`src/rtl/riscv_mc_pkg.sv`:
```
// riscv_mc_pkg -- shared definitions for the multicycle RISC-V control path.
// Holds the main FSM state encoding, the opcode constants it decodes, the
// datapath mux/ALU-class encodings and the packed control-word layout used
// between the FSM top and its output decoder.
package riscv_mc_pkg;

  // Main controller states; values are visible on the debug state output.
  typedef enum logic [3:0] {
    S_FETCH    = 4'd0,
    S_DECODE   = 4'd1,
    S_MEMADR   = 4'd2,
    S_MEMREAD  = 4'd3,
    S_MEMWB    = 4'd4,
    S_MEMWRITE = 4'd5,
    S_EXECR    = 4'd6,
    S_ALUWB    = 4'd7,
    S_EXECI    = 4'd8,
    S_JAL      = 4'd9,
    S_BEQ      = 4'd10,
    S_TRAP     = 4'd15
  } state_e;

  // Opcodes recognised by the decoder.
  localparam logic [6:0] OP_LW  = 7'b0000011;
  localparam logic [6:0] OP_SW  = 7'b0100011;
  localparam logic [6:0] OP_R   = 7'b0110011;
  localparam logic [6:0] OP_I   = 7'b0010011;
  localparam logic [6:0] OP_JAL = 7'b1101111;
  localparam logic [6:0] OP_BEQ = 7'b1100011;

  // ALU A operand select.
  localparam logic [1:0] SRCA_PC    = 2'b00;
  localparam logic [1:0] SRCA_OLDPC = 2'b01;
  localparam logic [1:0] SRCA_RS1   = 2'b10;

  // ALU B operand select.
  localparam logic [1:0] SRCB_RS2  = 2'b00;
  localparam logic [1:0] SRCB_IMM  = 2'b01;
  localparam logic [1:0] SRCB_FOUR = 2'b10;

  // Result bus select.
  localparam logic [1:0] RES_ALUOUT    = 2'b00;
  localparam logic [1:0] RES_DATA      = 2'b01;
  localparam logic [1:0] RES_ALURESULT = 2'b10;

  // ALU decoder class.
  localparam logic [1:0] ALUOP_ADD   = 2'b00;
  localparam logic [1:0] ALUOP_SUB   = 2'b01;
  localparam logic [1:0] ALUOP_FUNCT = 2'b10;

  // One control word per cycle; the top gates the enables with reset.
  typedef struct packed {
    logic       pc_update;
    logic       branch;
    logic       reg_write;
    logic       mem_write;
    logic       ir_write;
    logic       adr_src;
    logic [1:0] alu_src_a;
    logic [1:0] alu_src_b;
    logic [1:0] result_src;
    logic [1:0] alu_op;
    logic       illegal;
  } ctrl_t;

  // DECODE dispatch: maps an opcode to the first execution state.
  // Unknown opcodes go to TRAP.
  function automatic state_e decode_target(input logic [6:0] op);
    state_e tgt;
    case (op)
      OP_LW, OP_SW: tgt = S_MEMADR;
      OP_R:         tgt = S_EXECR;
      OP_I:         tgt = S_EXECI;
      OP_JAL:       tgt = S_JAL;
      OP_BEQ:       tgt = S_BEQ;
      default:      tgt = S_TRAP;
    endcase
    return tgt;
  endfunction

endpackage

```
`src/rtl/main_fsm_if.sv`:
```
// main_fsm_if -- bundle between the main controller and the datapath.
// Signals:
//   op, memReady            datapath -> FSM (instruction opcode, memory done)
//   pcUpdate, branch,
//   regWrite, memWrite,
//   irWrite                 FSM -> datapath write enables
//   adrSrc, aluSrcA/B,
//   resultSrc, aluOp        FSM -> datapath mux and ALU-class selects
//   illegal, state          FSM -> observers (trap flag, debug state)
// Modports: slave = the FSM, master = the datapath / environment.
interface main_fsm_if;
  logic [6:0] op;
  logic       memReady;
  logic       pcUpdate;
  logic       branch;
  logic       regWrite;
  logic       memWrite;
  logic       irWrite;
  logic       adrSrc;
  logic [1:0] aluSrcA;
  logic [1:0] aluSrcB;
  logic [1:0] resultSrc;
  logic [1:0] aluOp;
  logic       illegal;
  logic [3:0] state;

  modport slave (
    input  op, memReady,
    output pcUpdate, branch, regWrite, memWrite, irWrite,
    output adrSrc, aluSrcA, aluSrcB, resultSrc, aluOp,
    output illegal, state
  );

  modport master (
    output op, memReady,
    input  pcUpdate, branch, regWrite, memWrite, irWrite,
    input  adrSrc, aluSrcA, aluSrcB, resultSrc, aluOp,
    input  illegal, state
  );
endinterface

```
`src/rtl/main_fsm_outdec.sv`:
```
// main_fsm_outdec -- output decoder for the main controller.
// Ports:
//   state_i      current FSM state
//   mem_ready_i  memory handshake (used only by the FETCH Mealy terms)
//   ctrl_o       decoded control word, not yet gated by reset
module main_fsm_outdec
  import riscv_mc_pkg::*;
(
  input  state_e state_i,
  input  logic   mem_ready_i,
  output ctrl_t  ctrl_o
);

  always_comb begin
    ctrl_o = '0;
    case (state_i)
      S_FETCH: begin
        ctrl_o.adr_src    = 1'b0;
        ctrl_o.alu_src_a  = SRCA_PC;
        ctrl_o.alu_src_b  = SRCB_FOUR;
        ctrl_o.alu_op     = ALUOP_ADD;
        ctrl_o.result_src = RES_ALURESULT;
        // Latch the instruction and advance PC only once memory delivers.
        ctrl_o.ir_write   = mem_ready_i;
        ctrl_o.pc_update  = mem_ready_i;
      end
      S_DECODE: begin
        ctrl_o.alu_src_a = SRCA_OLDPC;
        ctrl_o.alu_src_b = SRCB_IMM;
        ctrl_o.alu_op    = ALUOP_ADD;
      end
      S_MEMADR: begin
        ctrl_o.alu_src_a = SRCA_RS1;
        ctrl_o.alu_src_b = SRCB_IMM;
        ctrl_o.alu_op    = ALUOP_ADD;
      end
      S_MEMREAD: begin
        ctrl_o.adr_src    = 1'b1;
        ctrl_o.result_src = RES_ALUOUT;
      end
      S_MEMWB: begin
        ctrl_o.result_src = RES_DATA;
        ctrl_o.reg_write  = 1'b1;
      end
      S_MEMWRITE: begin
        ctrl_o.adr_src    = 1'b1;
        ctrl_o.result_src = RES_ALUOUT;
        ctrl_o.mem_write  = 1'b1;
      end
      S_EXECR: begin
        ctrl_o.alu_src_a = SRCA_RS1;
        ctrl_o.alu_src_b = SRCB_RS2;
        ctrl_o.alu_op    = ALUOP_FUNCT;
      end
      S_EXECI: begin
        ctrl_o.alu_src_a = SRCA_RS1;
        ctrl_o.alu_src_b = SRCB_IMM;
        ctrl_o.alu_op    = ALUOP_FUNCT;
      end
      S_ALUWB: begin
        ctrl_o.result_src = RES_ALUOUT;
        ctrl_o.reg_write  = 1'b1;
      end
      S_JAL: begin
        ctrl_o.alu_src_a  = SRCA_OLDPC;
        ctrl_o.alu_src_b  = SRCB_FOUR;
        ctrl_o.alu_op     = ALUOP_ADD;
        ctrl_o.result_src = RES_ALUOUT;
        ctrl_o.pc_update  = 1'b1;
      end
      S_BEQ: begin
        ctrl_o.alu_src_a  = SRCA_RS1;
        ctrl_o.alu_src_b  = SRCB_RS2;
        ctrl_o.alu_op     = ALUOP_SUB;
        ctrl_o.result_src = RES_ALUOUT;
        ctrl_o.branch     = 1'b1;
      end
      S_TRAP: begin
        ctrl_o.illegal = 1'b1;
      end
      default: ctrl_o = '0;
    endcase
  end

endmodule

```
`src/rtl/main_fsm.sv`:
```
// main_fsm -- main controller of the multicycle RISC-V core.
// Ports:
//   clk    sole clock, rising edge
//   reset  synchronous, active-high; also masks all write enables while high
//   bus    main_fsm_if.slave: op/memReady in; enables, selects, illegal and
//          debug state out
// The state register is the only storage; next-state and output decoding are
// separate combinational processes (the latter in main_fsm_outdec).
module main_fsm
  import riscv_mc_pkg::*;
(
  input  logic       clk,
  input  logic       reset,
  main_fsm_if.slave  bus
);

  state_e state_q;
  state_e state_d;
  ctrl_t  raw_ctrl;

  always_ff @(posedge clk) begin
    if (reset) begin
      state_q <= S_FETCH;
    end else begin
      state_q <= state_d;
    end
  end

  always_comb begin
    state_d = state_q;
    case (state_q)
      S_FETCH:    state_d = bus.memReady ? S_DECODE : S_FETCH;
      S_DECODE:   state_d = decode_target(bus.op);
      S_MEMADR:   state_d = (bus.op == OP_LW) ? S_MEMREAD : S_MEMWRITE;
      S_MEMREAD:  state_d = bus.memReady ? S_MEMWB : S_MEMREAD;
      S_MEMWB:    state_d = S_FETCH;
      S_MEMWRITE: state_d = bus.memReady ? S_FETCH : S_MEMWRITE;
      S_EXECR:    state_d = S_ALUWB;
      S_EXECI:    state_d = S_ALUWB;
      S_ALUWB:    state_d = S_FETCH;
      S_JAL:      state_d = S_ALUWB;
      S_BEQ:      state_d = S_FETCH;
      S_TRAP:     state_d = S_TRAP;   // only reset leaves TRAP
      // Unused encodings cannot be reached; treat them as a fault.
      default:    state_d = S_TRAP;
    endcase
  end

  main_fsm_outdec u_outdec (
    .state_i     (state_q),
    .mem_ready_i (bus.memReady),
    .ctrl_o      (raw_ctrl)
  );

  // Enables are masked by reset combinationally so an instruction interrupted
  // mid-flight cannot write anything in the reset cycle. Selects and the
  // illegal flag keep following the current state.
  assign bus.pcUpdate  = raw_ctrl.pc_update & ~reset;
  assign bus.branch    = raw_ctrl.branch    & ~reset;
  assign bus.regWrite  = raw_ctrl.reg_write & ~reset;
  assign bus.memWrite  = raw_ctrl.mem_write & ~reset;
  assign bus.irWrite   = raw_ctrl.ir_write  & ~reset;
  assign bus.adrSrc    = raw_ctrl.adr_src;
  assign bus.aluSrcA   = raw_ctrl.alu_src_a;
  assign bus.aluSrcB   = raw_ctrl.alu_src_b;
  assign bus.resultSrc = raw_ctrl.result_src;
  assign bus.aluOp     = raw_ctrl.alu_op;
  assign bus.illegal   = raw_ctrl.illegal;
  assign bus.state     = state_q;

endmodule

```
`src/flat_wrapper.sv`:
```
// flat-port wrapper written by rule: the top's interface ports become plain ports
module main_fsm_flat import riscv_mc_pkg::*;
  (clk, reset, bus_op, bus_memReady, bus_pcUpdate, bus_branch, bus_regWrite, bus_memWrite, bus_irWrite, bus_adrSrc, bus_aluSrcA, bus_aluSrcB, bus_resultSrc, bus_aluOp, bus_illegal, bus_state);
  main_fsm_if bus_i ();
  input  logic clk;
  input  logic reset;
  input wire logic [$bits(bus_i.op)-1:0] bus_op;
  input wire logic [$bits(bus_i.memReady)-1:0] bus_memReady;
  output wire logic [$bits(bus_i.pcUpdate)-1:0] bus_pcUpdate;
  output wire logic [$bits(bus_i.branch)-1:0] bus_branch;
  output wire logic [$bits(bus_i.regWrite)-1:0] bus_regWrite;
  output wire logic [$bits(bus_i.memWrite)-1:0] bus_memWrite;
  output wire logic [$bits(bus_i.irWrite)-1:0] bus_irWrite;
  output wire logic [$bits(bus_i.adrSrc)-1:0] bus_adrSrc;
  output wire logic [$bits(bus_i.aluSrcA)-1:0] bus_aluSrcA;
  output wire logic [$bits(bus_i.aluSrcB)-1:0] bus_aluSrcB;
  output wire logic [$bits(bus_i.resultSrc)-1:0] bus_resultSrc;
  output wire logic [$bits(bus_i.aluOp)-1:0] bus_aluOp;
  output wire logic [$bits(bus_i.illegal)-1:0] bus_illegal;
  output wire logic [$bits(bus_i.state)-1:0] bus_state;
  assign bus_i.op = bus_op;
  assign bus_i.memReady = bus_memReady;
  assign bus_pcUpdate = bus_i.pcUpdate;
  assign bus_branch = bus_i.branch;
  assign bus_regWrite = bus_i.regWrite;
  assign bus_memWrite = bus_i.memWrite;
  assign bus_irWrite = bus_i.irWrite;
  assign bus_adrSrc = bus_i.adrSrc;
  assign bus_aluSrcA = bus_i.aluSrcA;
  assign bus_aluSrcB = bus_i.aluSrcB;
  assign bus_resultSrc = bus_i.resultSrc;
  assign bus_aluOp = bus_i.aluOp;
  assign bus_illegal = bus_i.illegal;
  assign bus_state = bus_i.state;
  main_fsm u_core (.clk(clk), .reset(reset), .bus(bus_i));
endmodule
```
`config.mk`:
```
export PLATFORM = sky130hd
export DESIGN_NAME = main_fsm_flat
export DESIGN_NICKNAME = d
export VERILOG_FILES = /design/src/rtl/riscv_mc_pkg.sv /design/src/rtl/main_fsm_if.sv /design/src/rtl/main_fsm_outdec.sv /design/src/rtl/main_fsm.sv /design/src/flat_wrapper.sv
export SDC_FILE = /design/constraint.sdc
export NUM_CORES = 1
export LEC_CHECK = 0
export ABC_CLOCK_PERIOD_IN_PS = 2000
export CAP_MARGIN = 20
export CORE_AREA = 2 2 39 41
export DETAILED_ROUTE_END_ITERATION = 12
export DIE_AREA = 0 0 41 43
export DONT_BUFFER_PORTS = 1
export GPL_ROUTABILITY_DRIVEN = 0
export PLACE_DENSITY = 0.62
export REMOVE_ABC_BUFFERS = 1
export SLEW_MARGIN = 40
export SYNTH_ARGS = -nofsm -noshare
export SYNTH_HDL_FRONTEND = slang
export SYNTH_SLANG_ARGS = --single-unit
```
`constraint.sdc`:
```
create_clock -name clk -period 2 [get_ports clk]
set_clock_uncertainty 0.15 [all_clocks]
set_input_delay 0.3 -clock clk [delete_from_list [all_inputs] [get_ports clk]]
set_output_delay 0.3 -clock clk [all_outputs]
set_load 0.01 [all_outputs]
```
==> results of run 1 <==
-- power groups by stage --
| stage | logic, uW | clock network, uW | registers, uW |
|---|---|---|---|
| 2_1_floorplan | 427 | 0 | 274 |
| 3_3_place_gp | 652 | 0 | 234 |
| 3_5_place_dp | 661 | 0 | 235 |
| 4_1_cts | 664 | 108 | 232 |
| 5_1_grt | 751 | 114 | 249 |
| 6_report | 665 | 106 | 235 |
-- stage by stage --
stage	std cells	worst slack [ns]	hold slack (ns)
2_1_floorplan	73	0.238	0.219
3_3_place_gp	97	0.341	0.223
3_5_place_dp	97	0.312	0.224
4_1_cts	101	0.0566	0.00460
5_1_grt	101	0.00188	0.000227
6_report	101	0.104	0.00230
-- timing repair --
action / 4_1_cts / 5_1_grt
hold buffers: 1 / 0
gates resized for setup: 0 / 2
setup endpoints to repair: 0 / 6
endpoints found under the hold margin: 1 / 0
-- synthesized netlist by cell type (all sizes together) --
master,n,area [um^2]
a21o,1,7.51
a21oi,8,40.0
a221oi,1,15.0
a22oi,1,7.51
a31oi,1,6.26
a32o,1,10.0
a32oi,1,8.76
and2,1,6.26
and3,2,12.5
and3b,1,8.76
and4bb,1,12.5
buf,7,55.1
clkbuf,1,3.75
dfxtp,4,80.1
inv,3,11.3
nand2,5,18.8
nand2b,4,32.5
nand3,3,15.0
nand4b,1,8.76
nor2,6,22.5
nor2b,1,6.26
nor3,9,50.1
nor3b,1,7.51
nor4,3,46.3
nor4b,1,23.8
nor4bb,1,10.0
o21ai,6,30.0
o2bb2ai,1,8.76
o311ai,1,8.76
o31ai,1,7.51
or2,1,6.26
xnor2,2,17.5
-- layout make-up --
class / instances / area [um^2]
Fill cell: 151 / 721
Multi-Input combinational cell: 66 / 458
Sequential cell: 4 / 81.3
Timing Repair Buffer: 9 / 70.1
Clock buffer: 3 / 22.5
Tap cell: 16 / 20.0
Inverter: 3 / 11.3
-- worst paths after layout --
kind / from / to / slack [ns] / cells after the start
min: reset / u_core.bus.state[2] / 0.002 / 1
min reg2reg: u_core.bus.state[0] / u_core.bus.state[2] / 0.60 / 3
max: u_core.bus.state[3] / bus_regWrite / 0.10 / 4
max reg2reg: u_core.bus.state[3] / u_core.bus.state[1] / 0.34 / 5
-- worst max-delay path, stage by stage, from the launching register on --
cell      delay (ns)
dfxtp_1         0.62
buf_4           0.24
nand2b_1        0.15
nor3_1          0.06
buf_4           0.14
-- logic make-up (layout without fill, tap and decap cells) --
group,after synthesis,in the layout,share of synthesized area (%)
flops,4,4,13.2
buf+inv,11,15,11.6
simple gates,41,41,47.5
xor+xnor,2,2,2.89
compound gates,23,23,24.8
-- per-layer routing --
metal | global-route usage (%) | vias up | wire length, um
met3 | 3.66 | 2 | 125
li1 | - | 309 | -
met4 | 10.0 | 0 | 5
met1 | 21.1 | 282 | 610
met5 | 0 | - | 0
met2 | 30.3 | 35 | 721
==> impl_metrics.prom, run 1 <==
# TYPE chip_impl_metric gauge
chip_impl_info{name="critical_path_class",value="flop to primary output"} 1
chip_impl_metric{name="nets",unit=""} 97
chip_impl_metric{name="timing.final.setup_violations",unit=""} 0
chip_impl_metric{name="net_switching_fraction_of_the_power",unit="%"} 52.2
chip_impl_metric{name="postRouteWirelength",unit="um"} 1460
chip_impl_metric{name="layout_min_cycle_time",unit="ns"} 1.90
chip_impl_metric{name="p_comb_share",unit="%"} 66.1
chip_impl_metric{name="diode_count",unit=""} 0
chip_impl_metric{name="internal-power",unit="uW"} 481
chip_impl_metric{name="pwr-share-seq",unit="%"} 23.3
chip_impl_metric{name="boundaryPins",unit=""} 29
chip_impl_info{name="unrepaired_setup_endpoints_after_global_routing",value="no"} 1
chip_impl_metric{name="finalHoldViolations",unit=""} 0
chip_impl_metric{name="critPathArrivalTime",unit="ns"} 1.45
chip_impl_metric{name="max-slew-margin-rel",unit="%"} 67.2
chip_impl_metric{name="post_synth_instance_area",unit="um^2"} 606
chip_impl_metric{name="fp.dieArea",unit="um^2"} 1760
chip_impl_metric{name="global_route.overflow_total",unit=""} 0
chip_impl_metric{name="placed_area",unit="um^2"} 627
chip_impl_metric{name="post_cts.repair.setup_buffers",unit=""} 0
chip_impl_metric{name="mean_number_of_vias_per_cell",unit=""} 6.22
chip_impl_metric{name="leakage",unit="uW"} 0.000236
chip_impl_metric{name="vdd.ir_drop.worst",unit="uV"} 643
chip_impl_metric{name="synth_area_per_cell",unit="um^2"} 7.48
chip_impl_metric{name="critPathRequiredTime",unit="ns"} 1.55
chip_impl_info{name="worst_hold_path_type",value="input port to flop"} 1
chip_impl_metric{name="pin_slew_with_the_least_headroom_to_its_limit",unit="ns"} 0.491
chip_impl_metric{name="power.share.clock",unit="%"} 10.6
chip_impl_metric{name="gate_count_post_synth",unit=""} 81
chip_impl_info{name="startpoint_type",value="flop"} 1
chip_impl_metric{name="clkLatencyLatePin",unit="ns"} 0.24
chip_impl_metric{name="grt_max_degree",unit=""} 18
chip_impl_metric{name="drt_iter0_markers",unit=""} 14
chip_impl_metric{name="total_power_divided_by_cell_area",unit="nW/um^2"} 1520
chip_impl_metric{name="fin_area",unit="um^2"} 663
chip_impl_metric{name="timing.setup.tns",unit="ns"} 0
chip_impl_metric{name="finalMaxSlewViolations",unit=""} 0
chip_impl_metric{name="cts.path.max_buffers",unit=""} 2
chip_impl_metric{name="grt_antenna_before_repair",unit=""} 0
chip_impl_info{name="status",value="complete, no violations"} 1
chip_impl_metric{name="vias",unit=""} 628
chip_impl_metric{name="grt_pass1_wl",unit="um"} 2270
chip_impl_metric{name="area_growth",unit="%"} 9.50
chip_impl_metric{name="initial_core_util",unit="%"} 43.8
chip_impl_metric{name="dr.pass1.iters",unit=""} 5
chip_impl_metric{name="largest_register_ffs",unit=""} 4
chip_impl_metric{name="rows",unit=""} 14
chip_impl_metric{name="ant_nets",unit=""} 0
chip_impl_info{name="crit_path_end_kind",value="primary output"} 1
chip_impl_metric{name="seq_area_frac_synth",unit="%"} 13.2
chip_impl_info{name="library_cell_used_as_clock_root_buffer",value="clkbuf_4"} 1
chip_impl_metric{name="cts_sinks",unit=""} 4
chip_impl_metric{name="drt-wirelength-per-cell",unit="um"} 14.5
chip_impl_metric{name="switchingPower",unit="uW"} 525
chip_impl_metric{name="maxCapViolCount",unit=""} 0
chip_impl_metric{name="grt_use_total",unit="%"} 18.5
chip_impl_info{name="commonest_cells_after_routing_fill_and_taps_aside",value="nor3_1, a21oi_1, buf_4"} 1
chip_impl_metric{name="crit_fanout",unit=""} 13
chip_impl_metric{name="clock_edge_transition_at_the_registers_on_the_reported_setup_and_hold_paths",unit="ns"} 0.04
chip_impl_metric{name="fin_util",unit="%"} 47.9
chip_impl_metric{name="first_global_vias",unit=""} 572
chip_impl_metric{name="hpwl",unit="um"} 1080
chip_impl_metric{name="die_width",unit="um"} 41
chip_impl_metric{name="post_route_cells_drive_above_1_share",unit="%"} 24.7
chip_impl_metric{name="maxClockFrequency",unit="GHz"} 0.527
chip_impl_metric{name="synth_cell_type_count",unit=""} 38
chip_impl_metric{name="post-layout-total-power",unit="uW"} 1010
chip_impl_metric{name="yosys_warnings",unit=""} 0
chip_impl_metric{name="fin_crit_sh",unit="%"} 94.8
chip_impl_metric{name="core-area",unit="um^2"} 1380
chip_impl_metric{name="clock_tree.htree_level_count",unit=""} 1
chip_impl_metric{name="die_h",unit="um"} 43
chip_impl_metric{name="ys_seq_elements",unit=""} 4
chip_impl_metric{name="cts-buffers-inserted",unit=""} 3
chip_impl_metric{name="route.detailed.drc",unit=""} 0
chip_impl_metric{name="buffer_ports.inserted",unit=""} 0
chip_impl_info{name="cts_tree",value="done"} 1
Power figures use the tool's default switching activity.
==> run 2: changes to the inputs <==
Settings changed: CELL_PAD_IN_SITES_DETAIL_PLACEMENT set to 0, CELL_PAD_IN_SITES_GLOBAL_PLACEMENT set to 2, CORE_AREA 2 2 39 41 to unset, CORE_MARGIN set to 2, CORE_UTILIZATION set to 33, DIE_AREA 0 0 41 43 to unset, PLACE_DENSITY 0.62 to 0.81.
==> run 2 against run 1 <==
Net effect:
- count of clock-buffer cells in the layout is the same
- global-route usage shrank 3.6 points
- final area grew 2.6%
- critical path type unchanged
- critical endpoint unchanged
==> impl_metrics.prom, run 2 (synthesized netlist as in run 1, its figures left out) <==
# TYPE chip_impl_metric gauge
chip_impl_metric{name="first_global_vias",unit=""} 570
chip_impl_metric{name="initial_core_util",unit="%"} 35.1
chip_impl_metric{name="grt_max_degree",unit=""} 23
chip_impl_metric{name="route.detailed.drc",unit=""} 0
chip_impl_metric{name="fp.dieArea",unit="um^2"} 2190
chip_impl_metric{name="maxClockFrequency",unit="GHz"} 0.532
chip_impl_metric{name="cts-buffers-inserted",unit=""} 3
chip_impl_metric{name="largest_register_ffs",unit=""} 4
chip_impl_info{name="unrepaired_setup_endpoints_after_global_routing",value="no"} 1
chip_impl_metric{name="mean_number_of_vias_per_cell",unit=""} 5.73
chip_impl_metric{name="internal-power",unit="uW"} 473
chip_impl_metric{name="grt_antenna_before_repair",unit=""} 0
chip_impl_metric{name="total_power_divided_by_cell_area",unit="nW/um^2"} 1460
chip_impl_metric{name="dr.pass1.iters",unit=""} 2
chip_impl_metric{name="core-area",unit="um^2"} 1730
chip_impl_metric{name="max-slew-margin-rel",unit="%"} 61.6
chip_impl_info{name="status",value="complete, no violations"} 1
chip_impl_metric{name="leakage",unit="uW"} 0.000238
chip_impl_metric{name="grt_util_met2",unit="%"} 25.5
chip_impl_metric{name="maxCapViolCount",unit=""} 0
chip_impl_metric{name="die_h",unit="um"} 46.8
chip_impl_metric{name="p_comb_share",unit="%"} 69.5
chip_impl_info{name="commonest_cells_after_routing_fill_and_taps_aside",value="nor3_1, a21oi_1, buf_4"} 1
chip_impl_metric{name="grt_use_total",unit="%"} 14.9
chip_impl_metric{name="nets",unit=""} 98
chip_impl_info{name="gr-max-usage-layer",value="met2"} 1
chip_impl_metric{name="vias",unit=""} 636
chip_impl_metric{name="boundaryPins",unit=""} 29
chip_impl_info{name="worst_hold_path_type",value="input port to flop"} 1
chip_impl_metric{name="drt-wirelength-per-cell",unit="um"} 13.8
chip_impl_metric{name="ant_nets",unit=""} 0
chip_impl_metric{name="clock_edge_transition_at_the_registers_on_the_reported_setup_and_hold_paths",unit="ns"} 0.04
chip_impl_metric{name="rows",unit=""} 15
chip_impl_metric{name="pwr-share-seq",unit="%"} 20.6
chip_impl_metric{name="net_switching_fraction_of_the_power",unit="%"} 52.4
chip_impl_metric{name="finalMaxSlewViolations",unit=""} 0
chip_impl_metric{name="grt_util_met1",unit="%"} 18.3
chip_impl_metric{name="clock_tree.htree_level_count",unit=""} 1
chip_impl_metric{name="power.share.clock",unit="%"} 9.8
chip_impl_metric{name="cts_sinks",unit=""} 4
chip_impl_metric{name="postRouteWirelength",unit="um"} 1540
chip_impl_metric{name="use_met3",unit="%"} 4.62
chip_impl_metric{name="switchingPower",unit="uW"} 519
chip_impl_metric{name="critPathArrivalTime",unit="ns"} 1.43
chip_impl_metric{name="cts_resized",unit=""} 0
chip_impl_info{name="critical_path_class",value="flop to primary output"} 1
chip_impl_metric{name="timing.setup.tns",unit="ns"} 0
chip_impl_metric{name="hpwl",unit="um"} 1150
chip_impl_metric{name="post_route_cells_drive_above_1_share",unit="%"} 22.1
chip_impl_info{name="library_cell_used_as_clock_root_buffer",value="clkbuf_4"} 1
chip_impl_info{name="crit_path_end_kind",value="primary output"} 1
chip_impl_metric{name="crit_fanout",unit=""} 12
chip_impl_metric{name="vdd.ir_drop.worst",unit="uV"} 908
chip_impl_info{name="cts_tree",value="done"} 1
chip_impl_metric{name="buffer_ports.inserted",unit=""} 0
chip_impl_metric{name="post_cts.repair.setup_buffers",unit=""} 0
chip_impl_metric{name="cts.path.max_buffers",unit=""} 2
chip_impl_metric{name="cts_hold_buffers",unit=""} 1
chip_impl_metric{name="area_growth",unit="%"} 12.4
chip_impl_metric{name="pin_slew_with_the_least_headroom_to_its_limit",unit="ns"} 0.575
chip_impl_metric{name="global_route.overflow_total",unit=""} 0
chip_impl_metric{name="post_layout_nonfiller_instances",unit=""} 111
chip_impl_metric{name="layout_min_cycle_time",unit="ns"} 1.88
chip_impl_metric{name="fin_crit_sh",unit="%"} 94.0
chip_impl_metric{name="finalHoldViolations",unit=""} 0
chip_impl_metric{name="layout.filler_cells",unit=""} 201
chip_impl_metric{name="die_width",unit="um"} 46.8
chip_impl_info{name="startpoint_type",value="flop"} 1
chip_impl_metric{name="diode_count",unit=""} 0
chip_impl_metric{name="critPathRequiredTime",unit="ns"} 1.55
chip_impl_metric{name="place_inst",unit=""} 106
chip_impl_metric{name="drt_iter0_markers",unit=""} 4
chip_impl_metric{name="timing.final.setup_violations",unit=""} 0
chip_impl_metric{name="grt_pass1_wl",unit="um"} 2360
chip_impl_metric{name="clkLatencyLatePin",unit="ns"} 0.23
run 2: cell types whose count changed in the layout (fill, tap and decap cells not counted), sizes merged:
cell	change
dlygate4sd3	+1
run 2: layer usage:
layer	vias up	wire, um
met2	23	741
met1	303	690
met5	-	0
met4	0	17
met3	2	87
li1	308	-
run 2: final timing paths:
check                                          from             endpoint  slack, ns  cells after the start
worst max-delay path            u_core.bus.state[1]         bus_regWrite       0.12                      4
worst min-delay path                          reset  u_core.bus.state[0]       0.03                      1
worst max register to register  u_core.bus.state[2]  u_core.bus.state[1]       0.32                      5
worst min register to register  u_core.bus.state[3]  u_core.bus.state[3]       0.57                      3
run 2: layout make-up:
class	instances	area, um^2	share of cell area [%]
Clock buffer	3	22.5	3.31
Inverter	3	11.3	1.65
Multi-Input combinational cell	66	455	66.9
Sequential cell	4	80.1	11.8
Tap cell	25	31.3	4.60
Timing Repair Buffer	10	80.1	11.8
run 2: metrics by stage:
step	cell area, um^2	worst slack (ns)	hold WS (ns)	total power (uW)	util [%]
6_report	681	0.121	0.0276	992	39.4
5_1_grt	681	0.00474	0.0281	1090	39.4
4_1_cts	671	0.105	0.00540	1000	38.8
3_3_place_gp	638	0.368	0.227	891	37.0
3_5_place_dp	638	0.342	0.232	899	37.0
2_1_floorplan	547	0.238	0.219	701	-
run 2: worst max-delay path, stage by stage, from the launching register on:
cell,delay [ns]
dfxtp_1,0.53
nand2b_4,0.25
nand2_1,0.08
nor3_1,0.18
buf_4,0.15
run 2: power groups by stage:
stage,Combinational [uW],Sequential [uW],Clock (uW)
floorplan,427,274,0
global placement,683,208,0
detailed placement,690,209,0
CTS,693,207,101
global route,764,218,112
finish,690,205,97.6
